File: config.mk
export PLATFORM = sky130hd
export DESIGN_NAME = sim_rst_sequencer
export DESIGN_NICKNAME = d
export VERILOG_FILES = /design/src/rtl/sim_rst_sequencer.sv
export SDC_FILE = /design/constraint.sdc
export NUM_CORES = 1
export LEC_CHECK = 0
export CORE_MARGIN = 1.5
export CORE_UTILIZATION = 54
export DETAILED_ROUTE_END_ITERATION = 10
export GPL_TIMING_DRIVEN = 0
export PLACE_DENSITY = 0.8
export SYNTH_ARGS = -nofsm -noshare
export SYNTH_HDL_FRONTEND = slang
export SYNTH_SLANG_ARGS = --single-unit
File: constraint.sdc
create_clock -name clk -period 4.3 [get_ports clk]
set_input_delay 0.86 -clock clk [delete_from_list [all_inputs] [get_ports clk]]
set_output_delay 0.86 -clock clk [all_outputs]
set_load 0.05 [all_outputs]
File: src/rtl/sim_rst_sequencer.sv
// sim_rst_sequencer: synchronizes deassertion of the raw reset, then releases
// NUM_DOMAINS per-domain resets one at a time (gap, release, wait for ack).
// Optional macro SIM_RST_SEQ_TIMEOUT_EN adds an ack timeout with a sticky
// timeout_err and a terminal ERROR state that re-asserts every domain reset.
module sim_rst_sequencer #(
  parameter int SYNC_STAGES = 2,
  parameter int NUM_DOMAINS = 3,
  parameter int GAP_CYCLES  = 4,
  parameter int ACK_TIMEOUT = 1024,
  localparam int IW = $clog2(NUM_DOMAINS + 1)
) (
  input  logic                   clk,
  input  logic                   reset_n,
  input  logic [NUM_DOMAINS-1:0] domain_ack,
  output logic [NUM_DOMAINS-1:0] domain_rst,
  output logic [IW-1:0]          stage_idx,
  output logic                   all_released,
  output logic                   timeout_err
);

  localparam int GW = $clog2(GAP_CYCLES + 1);

  // Parameter legality, caught at elaboration
  if (SYNC_STAGES < 2) begin : g_bad_sync
    $error("SYNC_STAGES must be >= 2");
  end
  if (NUM_DOMAINS < 1 || NUM_DOMAINS > 8) begin : g_bad_dom
    $error("NUM_DOMAINS must be 1..8");
  end
  if (GAP_CYCLES < 1) begin : g_bad_gap
    $error("GAP_CYCLES must be >= 1");
  end
  if (ACK_TIMEOUT < 1) begin : g_bad_to
    $error("ACK_TIMEOUT must be >= 1");
  end

  typedef enum logic [2:0] {
    SYNC     = 3'd0,
    GAP      = 3'd1,
    WAIT_ACK = 3'd2,
`ifdef SIM_RST_SEQ_TIMEOUT_EN
    ERROR    = 3'd4,
`endif
    DONE     = 3'd3
  } state_t;

  state_t                 state_q, state_d;
  logic [SYNC_STAGES-1:0] sync_q;
  logic                   srst_n;
  logic [GW-1:0]          gap_q, gap_d;
  logic [NUM_DOMAINS-1:0] rst_q, rst_d;
  logic [IW-1:0]          idx_q, idx_d;
  logic                   all_q, all_d;
  logic                   err_q, err_d;
  logic [NUM_DOMAINS-1:0] sel_mask;
  logic                   ack_cur;

  // Deassertion synchronizer: assert asynchronously, release after SYNC_STAGES edges
  always_ff @(posedge clk or negedge reset_n) begin
    if (!reset_n) sync_q <= '0;
    else          sync_q <= {sync_q[SYNC_STAGES-2:0], 1'b1};
  end

  assign srst_n = sync_q[SYNC_STAGES-1];

  // One-hot select of the domain currently being sequenced; only its ack matters
  always_comb begin
    sel_mask = '0;
    for (int i = 0; i < NUM_DOMAINS; i++)
      if (idx_q == IW'(i)) sel_mask[i] = 1'b1;
    ack_cur = |(domain_ack & sel_mask);
  end

`ifdef SIM_RST_SEQ_TIMEOUT_EN
  localparam int TW = $clog2(ACK_TIMEOUT + 1);
  logic [TW-1:0] to_q, to_d;

  // Ack timeout counter, only meaningful in WAIT_ACK
  always_ff @(posedge clk or negedge reset_n) begin
    if (!reset_n) to_q <= '0;
    else          to_q <= to_d;
  end
`endif

  // State and registered outputs
  always_ff @(posedge clk or negedge reset_n) begin
    if (!reset_n) begin
      state_q <= SYNC;
      gap_q   <= '0;
      rst_q   <= '1;
      idx_q   <= '0;
      all_q   <= 1'b0;
      err_q   <= 1'b0;
    end else begin
      state_q <= state_d;
      gap_q   <= gap_d;
      rst_q   <= rst_d;
      idx_q   <= idx_d;
      all_q   <= all_d;
      err_q   <= err_d;
    end
  end

  // Next-state and next-output logic
  always_comb begin
    state_d = state_q;
    gap_d   = gap_q;
    rst_d   = rst_q;
    idx_d   = idx_q;
    all_d   = all_q;
    err_d   = err_q;
`ifdef SIM_RST_SEQ_TIMEOUT_EN
    to_d    = to_q;
`endif
    case (state_q)
      SYNC: begin
        if (srst_n) begin
          state_d = GAP;
          gap_d   = '0;
          idx_d   = '0;
        end
      end
      GAP: begin
        if (gap_q == GW'(GAP_CYCLES - 1)) begin
          rst_d   = rst_q & ~sel_mask;
          state_d = WAIT_ACK;
`ifdef SIM_RST_SEQ_TIMEOUT_EN
          to_d    = '0;
`endif
        end else begin
          gap_d = gap_q + 1'b1;
        end
      end
      WAIT_ACK: begin
        // An ack on the timeout edge still wins
        if (ack_cur) begin
          idx_d = idx_q + 1'b1;
          if (idx_q == IW'(NUM_DOMAINS - 1)) begin
            state_d = DONE;
            all_d   = 1'b1;
          end else begin
            state_d = GAP;
            gap_d   = '0;
          end
        end
`ifdef SIM_RST_SEQ_TIMEOUT_EN
        else if (to_q == TW'(ACK_TIMEOUT - 1)) begin
          state_d = ERROR;
          err_d   = 1'b1;
          rst_d   = '1;
        end else begin
          to_d = to_q + 1'b1;
        end
`endif
      end
      default: ; // DONE / ERROR are terminal until reset_n
    endcase
  end

  assign domain_rst   = rst_q;
  assign stage_idx    = idx_q;
  assign all_released = all_q;
`ifdef SIM_RST_SEQ_TIMEOUT_EN
  assign timeout_err  = err_q;
`else
  assign timeout_err  = 1'b0;
`endif

endmodule

# Word level (Yosys, flattened, before mapping)
# Cells that the tools add are included.
[op_classes]
addsub = 2
eq_ne = 10
mux = 16
n_bitwise = 3
reduce_logical = 10
[ops]
columns = ["op", "count"]
rows = [
  ["2-to-1 mux 3 bit", 7],
  ["one-hot mux 3 bit (3 select lines)", 2],
  ["inequality test 2 bit, second input constant", 5],
  ["bitwise AND 3 bit", 2],
  ["equality test 3 x 2 -> 1 bit, second input constant", 2],
  ["2-to-1 mux 2 bit", 3],
  ["AND reduction 3 bit", 2],
  ["AND reduction 5 bit", 1],
  ["one-hot mux 2 bit (2 select lines)", 1],
  ["AND reduction 4 bit", 1],
  ["adder 3 x 1 -> 3 bit, second input constant", 1],
  ["equality test 3 x 1 -> 1 bit, second input constant", 1],
  ["zero test 3 bit", 1],
  ["2-to-1 mux 1 bit", 3],
  ["inverter 3 bit", 1],
  ["nonzero test 3 bit", 1],
  ["OR reduction 3 bit", 1],
  ["adder 2 x 1 -> 2 bit, second input constant", 1],
  ["equality test 2 x 1 -> 1 bit, second input constant", 1],
  ["equality test 2 bit, second input constant", 1],
  ["zero test 2 bit", 1],
  ["AND reduction 2 bit", 1],
  ["nonzero test 2 bit", 1],
]
[totals]
ff_bits = 14
out_inout_bits = 7
word_cells = 47

# Longest topological paths before layout
[logic_depth]
ltp_word = 6
ltp_mapped = 6
ltp_nobuf = 6

# Worst setup path before layout
# No wires, ideal clock.
[synth_timing]
path_kind = "register to register"
startpoint = "reg idx_q[0] (netlist: stage_idx[0])"
endpoint = "reg gap_q[0]"
setup_ns = 0.125
t_arrival_ns = 2.242
required_ns = 4.175
path_slack_ns = 1.933
path_stages_with_launch = 7
n_path_buf = 0
synth_period_minus_slack_ns = 2.367
cell_sequence = "dfrtp_1 inv_1 ha_1 a222oi_1 a22o_2 or4b_4 mux2_4"
[synth_via]
elab_chain_len = 6
word_cells_on_any_way = 11
classes_between = "eq/ne (4); mux (3); bitwise (1); reduce/logical (3)"
[synth_lines]
columns = ["item", "line_no", "text"]
rows = [
  ["from (decl)", "52", "logic [IW-1:0] idx_q, idx_d;"],
  ["from (signal assigned)", "98", "idx_q <= idx_d;"],
  ["equality test 2 x 1 -> 1 bit (tied with other cells)", "70", "if (idx_q == IW'(i)) sel_mask[i] = 1'b1;"],
  ["2-to-1 mux 1 bit", "70", ""],
  ["bitwise AND 3 bit", "71", "ack_cur = |(domain_ack & sel_mask);"],
  ["OR reduction 3 bit", "71", ""],
  ["inequality test 2 bit (no source line)", "n/a", ""],
  ["AND reduction 5 bit (no source line) (*)", "n/a", ""],
  ["to (signal assigned)", "96", "gap_q <= gap_d;"],
  ["to (decl)", "50", "logic [GW-1:0] gap_q, gap_d;"],
]
# Mark *: on every way between the ends. The rest lies on a longest branch, timed or not.
# A chain may end at the register's enable or synchronous reset.

# Worst setup path after layout
[layout_timing]
startpoint = "in domain_ack[0]"
endpoint = "reg gap_q[0]"
[layout_via]
elab_chain_len = 4
[layout_lines]
columns = ["item", "line_no", "text"]
rows = [
  ["from (decl)", "14", "input logic [NUM_DOMAINS-1:0] domain_ack,"],
  ["bitwise AND 3 bit", "71", ""],
  ["OR reduction 3 bit", "71", ""],
  ["inequality test 2 bit (no source line)", "n/a", ""],
  ["AND reduction 5 bit (no source line)", "n/a", ""],
]
# Every way passes these cells.

==> metrics.md <==
| Metric | Value |
|---|---|
| Status | `complete, no violations` |
| Worst Setup End Kind | `flip-flop` |
| Final GP Congestion | `0.708` |
| Power Dens Cells | `240 nW/µm²` |
| Setup Skew | `0.000993 ns` |
| Global-route wire length before repair | `1820 µm` |
| TNS Setup | `0 ns` |
| Fin. Hold Viols | `0` |
| Vias in the first global route | `437` |
| Largest net degree at the start of global routing | `14` |
| Syn avg cell area | `11.0 µm²` |
| Post-Synthesis Cells | `66` |
| CTS Sinks | `13` |
| Max Slew Vio Count | `0` |
| Initial antenna violation count | `0` |
| Routed via count | `502` |
| WS Path Type | `input port to flip-flop` |
| Die height | `39.7 µm` |
| HP Class | `flip-flop to flip-flop` |
| Worst ir drop on vdd | `0.158 mV` |
| Clk_lat worst skew | `0.28 ns` |
| CP max stage delay | `0.69 ns` |
| CP bufs+invs | `1` |
| Leak | `0.417 nW` |
| Slew margin rel. | `0.507` |
| CTS root buf | `clkbuf_4` |
| H-tree depth | `1` |
| Total track usage | `0.186` |
| Row count | `13` |
| Area Overhead vs Synth | `20.0%` |
| Clock slew at reported path FFs | `0.08 ns` |
| Max Cap Viol | `0` |
| Synth warnings | `0` |
| Core box area | `1270 µm²` |
| Multi-input gate area | `359 µm²` |
| CP top delay family | `compound AO/OA/AOI/OAI gates` |
| Placed cell area | `845 µm²` |
| Max Freq | `392 MHz` |
| Post-CTS Setup Bufs | `0` |
| # diodes | `0` |
| DP Wirelength | `824 µm` |
| CTS tree | `built` |
| Post-Syn Area | `726 µm²` |
| Final Instance Area | `871 µm²` |
| Req. time, crit path | `4.47 ns` |
| RSZ-0062 raised after global routing | `false` |
| Crit-path slowest cell | `a222oi_1` |
| Cts hold-fix bufs | `0` |
| Overflow after GRT | `0` |
| Netlist cell types | `23` |
| Via density | `5.28` |
| Routed wire length | `1170 µm` |
| Layout Nets | `96` |
| Drt wl/cell | `12.3 µm` |
| Seq cells post-synth | `13` |
| Crit path time final | `2.55 ns` |
| Fillers | `106` |
| Critical Path AT | `2.72 ns` |
| Die width | `39.7 µm` |
| Post_cts resized | `0` |
| Starting DRT DRC Count | `7` |
| Fin crit share | `0.593` |
| DRC | `0` |
| CTS buffer count | `3` |
| Syn nets | `81` |
| Fraction of layout cells with a size suffix above 1 | `0.125` |
| Antenna-violating nets left | `0` |
| TritonRoute pass-1 iters | `4` |
| Seq. cell area | `329 µm²` |
| Max FO, Critical Path | `5` |
| Die area | `1570 µm²` |
| Worst setup SP type | `input port` |
| Starting density of the core | `0.572` |
| # IOs | `12` |
| Worst-margin pin slew | `0.740 ns` |
| CP Cell Sequence | `clkdlybuf4s50_1, a222oi_1, a22o_2, or4b_4, mux2_4` |
| Buffers on Ports | `10` |
| Util after Layout | `0.686` |
| Max clock buf depth | `2` |
| Finish-stage setup viols | `0` |
| Post-synthesis sequential area ratio | `0.453` |
final timing paths:
check                      slack (ns)           end  cells past startpoint     startpoint
max                              1.75      gap_q[0]                      5  domain_ack[0]
min in group asynchronous        0.95      gap_q[2]                      1        reset_n
min reg2reg                      0.35     sync_q[1]                      0      sync_q[0]
max in group asynchronous        2.97  stage_idx[1]                      1        reset_n
min                              0.35     sync_q[1]                      0      sync_q[0]
max reg2reg                      1.97      gap_q[0]                      6   stage_idx[0]
worst reg2reg max path: stages (launching register included):
cell and delay, ns:
dfrtp_1 0.43, inv_1 0.10, ha_1 0.24, a222oi_1 0.67, a22o_2 0.31, or4b_4 0.17
mux2_4 0.29
synth_stat cells:
master / instances / area (µm²)
a2111o_1: 1 / 11.3
a21boi_0: 3 / 22.5
a21oi_1: 2 / 10.0
a222oi_1: 1 / 10.0
a22o_2: 1 / 10.0
a22oi_1: 1 / 7.51
and2_1: 1 / 6.26
buf_4: 1 / 7.51
conb_1: 2 / 7.51
dfrtp_1: 10 / 250
dfstp_2: 3 / 78.8
ha_1: 10 / 125
inv_1: 8 / 30.0
mux2_4: 1 / 15.0
mux2i_1: 4 / 40.0
nand2_1: 5 / 18.8
nand2b_1: 2 / 12.5
nor2_1: 1 / 3.75
nor2b_1: 2 / 12.5
nor3_1: 4 / 20.0
o21ai_0: 1 / 5.00
o21bai_1: 1 / 7.51
or4b_4: 1 / 13.8
where the power goes:
part           internal [mW]  leakage [nW]  switching, mW
Clock                 0.0360        0.0150         0.0397
Combinational        0.00428         0.257        0.00597
Sequential             0.123         0.145       0.000197
state kept, by name (all words and copies together), names as in the netlist:
name	flops
sync_q	2
domain_rst	3
all_released	1
stage_idx	2
state_q	2
gap_q	3
metal layers:
layer,share of wire,vias up,GRT usage
met2,0.43,13,0.254
met3,0.056,6,0.0511
met1,0.49,233,0.247
li1,-,250,-
met4,0.031,0,0.129
met5,0,-,0
through the flow:
| step | setup WS (ns) | power, mW | hold WS [ns] | std cells |
|---|---|---|---|---|
| after floorplan | 1.93 | 0.130 | 0.331 | 66 |
| after global placement | 1.53 | 0.136 | 0.336 | 91 |
| after detailed placement | 1.53 | 0.136 | 0.346 | 91 |
| after CTS | 1.79 | 0.213 | 0.359 | 95 |
| after global routing | 1.69 | 0.217 | 0.368 | 95 |
| final | 1.75 | 0.209 | 0.355 | 95 |
layout by cell type (no fill, tap or decap), types with 3 or more instances in the layout:
cell type / synthesis / final
a21boi_0: 3 / 3
clkbuf_4: 0 / 3
clkdlybuf4s50_1: 0 / 10
dfrtp_1: 10 / 10
dfstp_2: 3 / 3
ha_1: 10 / 10
inv_1: 8 / 8
mux2i_1: 4 / 4
nand2_1: 5 / 5
nor3_1: 4 / 4
cell type report:
class,instances,share of cell area
buffer,1,0.00862
clock buffer,4,0.0302
inverter,8,0.0345
multi-input combinational,44,0.412
sequential,13,0.378
tap,15,0.0216
timing repair buffer,10,0.115
cells by family after synthesis:
logic type	synth area share
AND/OR/NAND/NOR	0.121
flip-flops	0.453
AO/OA/AOI/OAI	0.116
adder cells (fa/ha/maj)	0.172
buffers and inverters	0.0517
multiplexers	0.0759
other	0.0103
No activity file was read; power rests on OpenSTA's default activity.
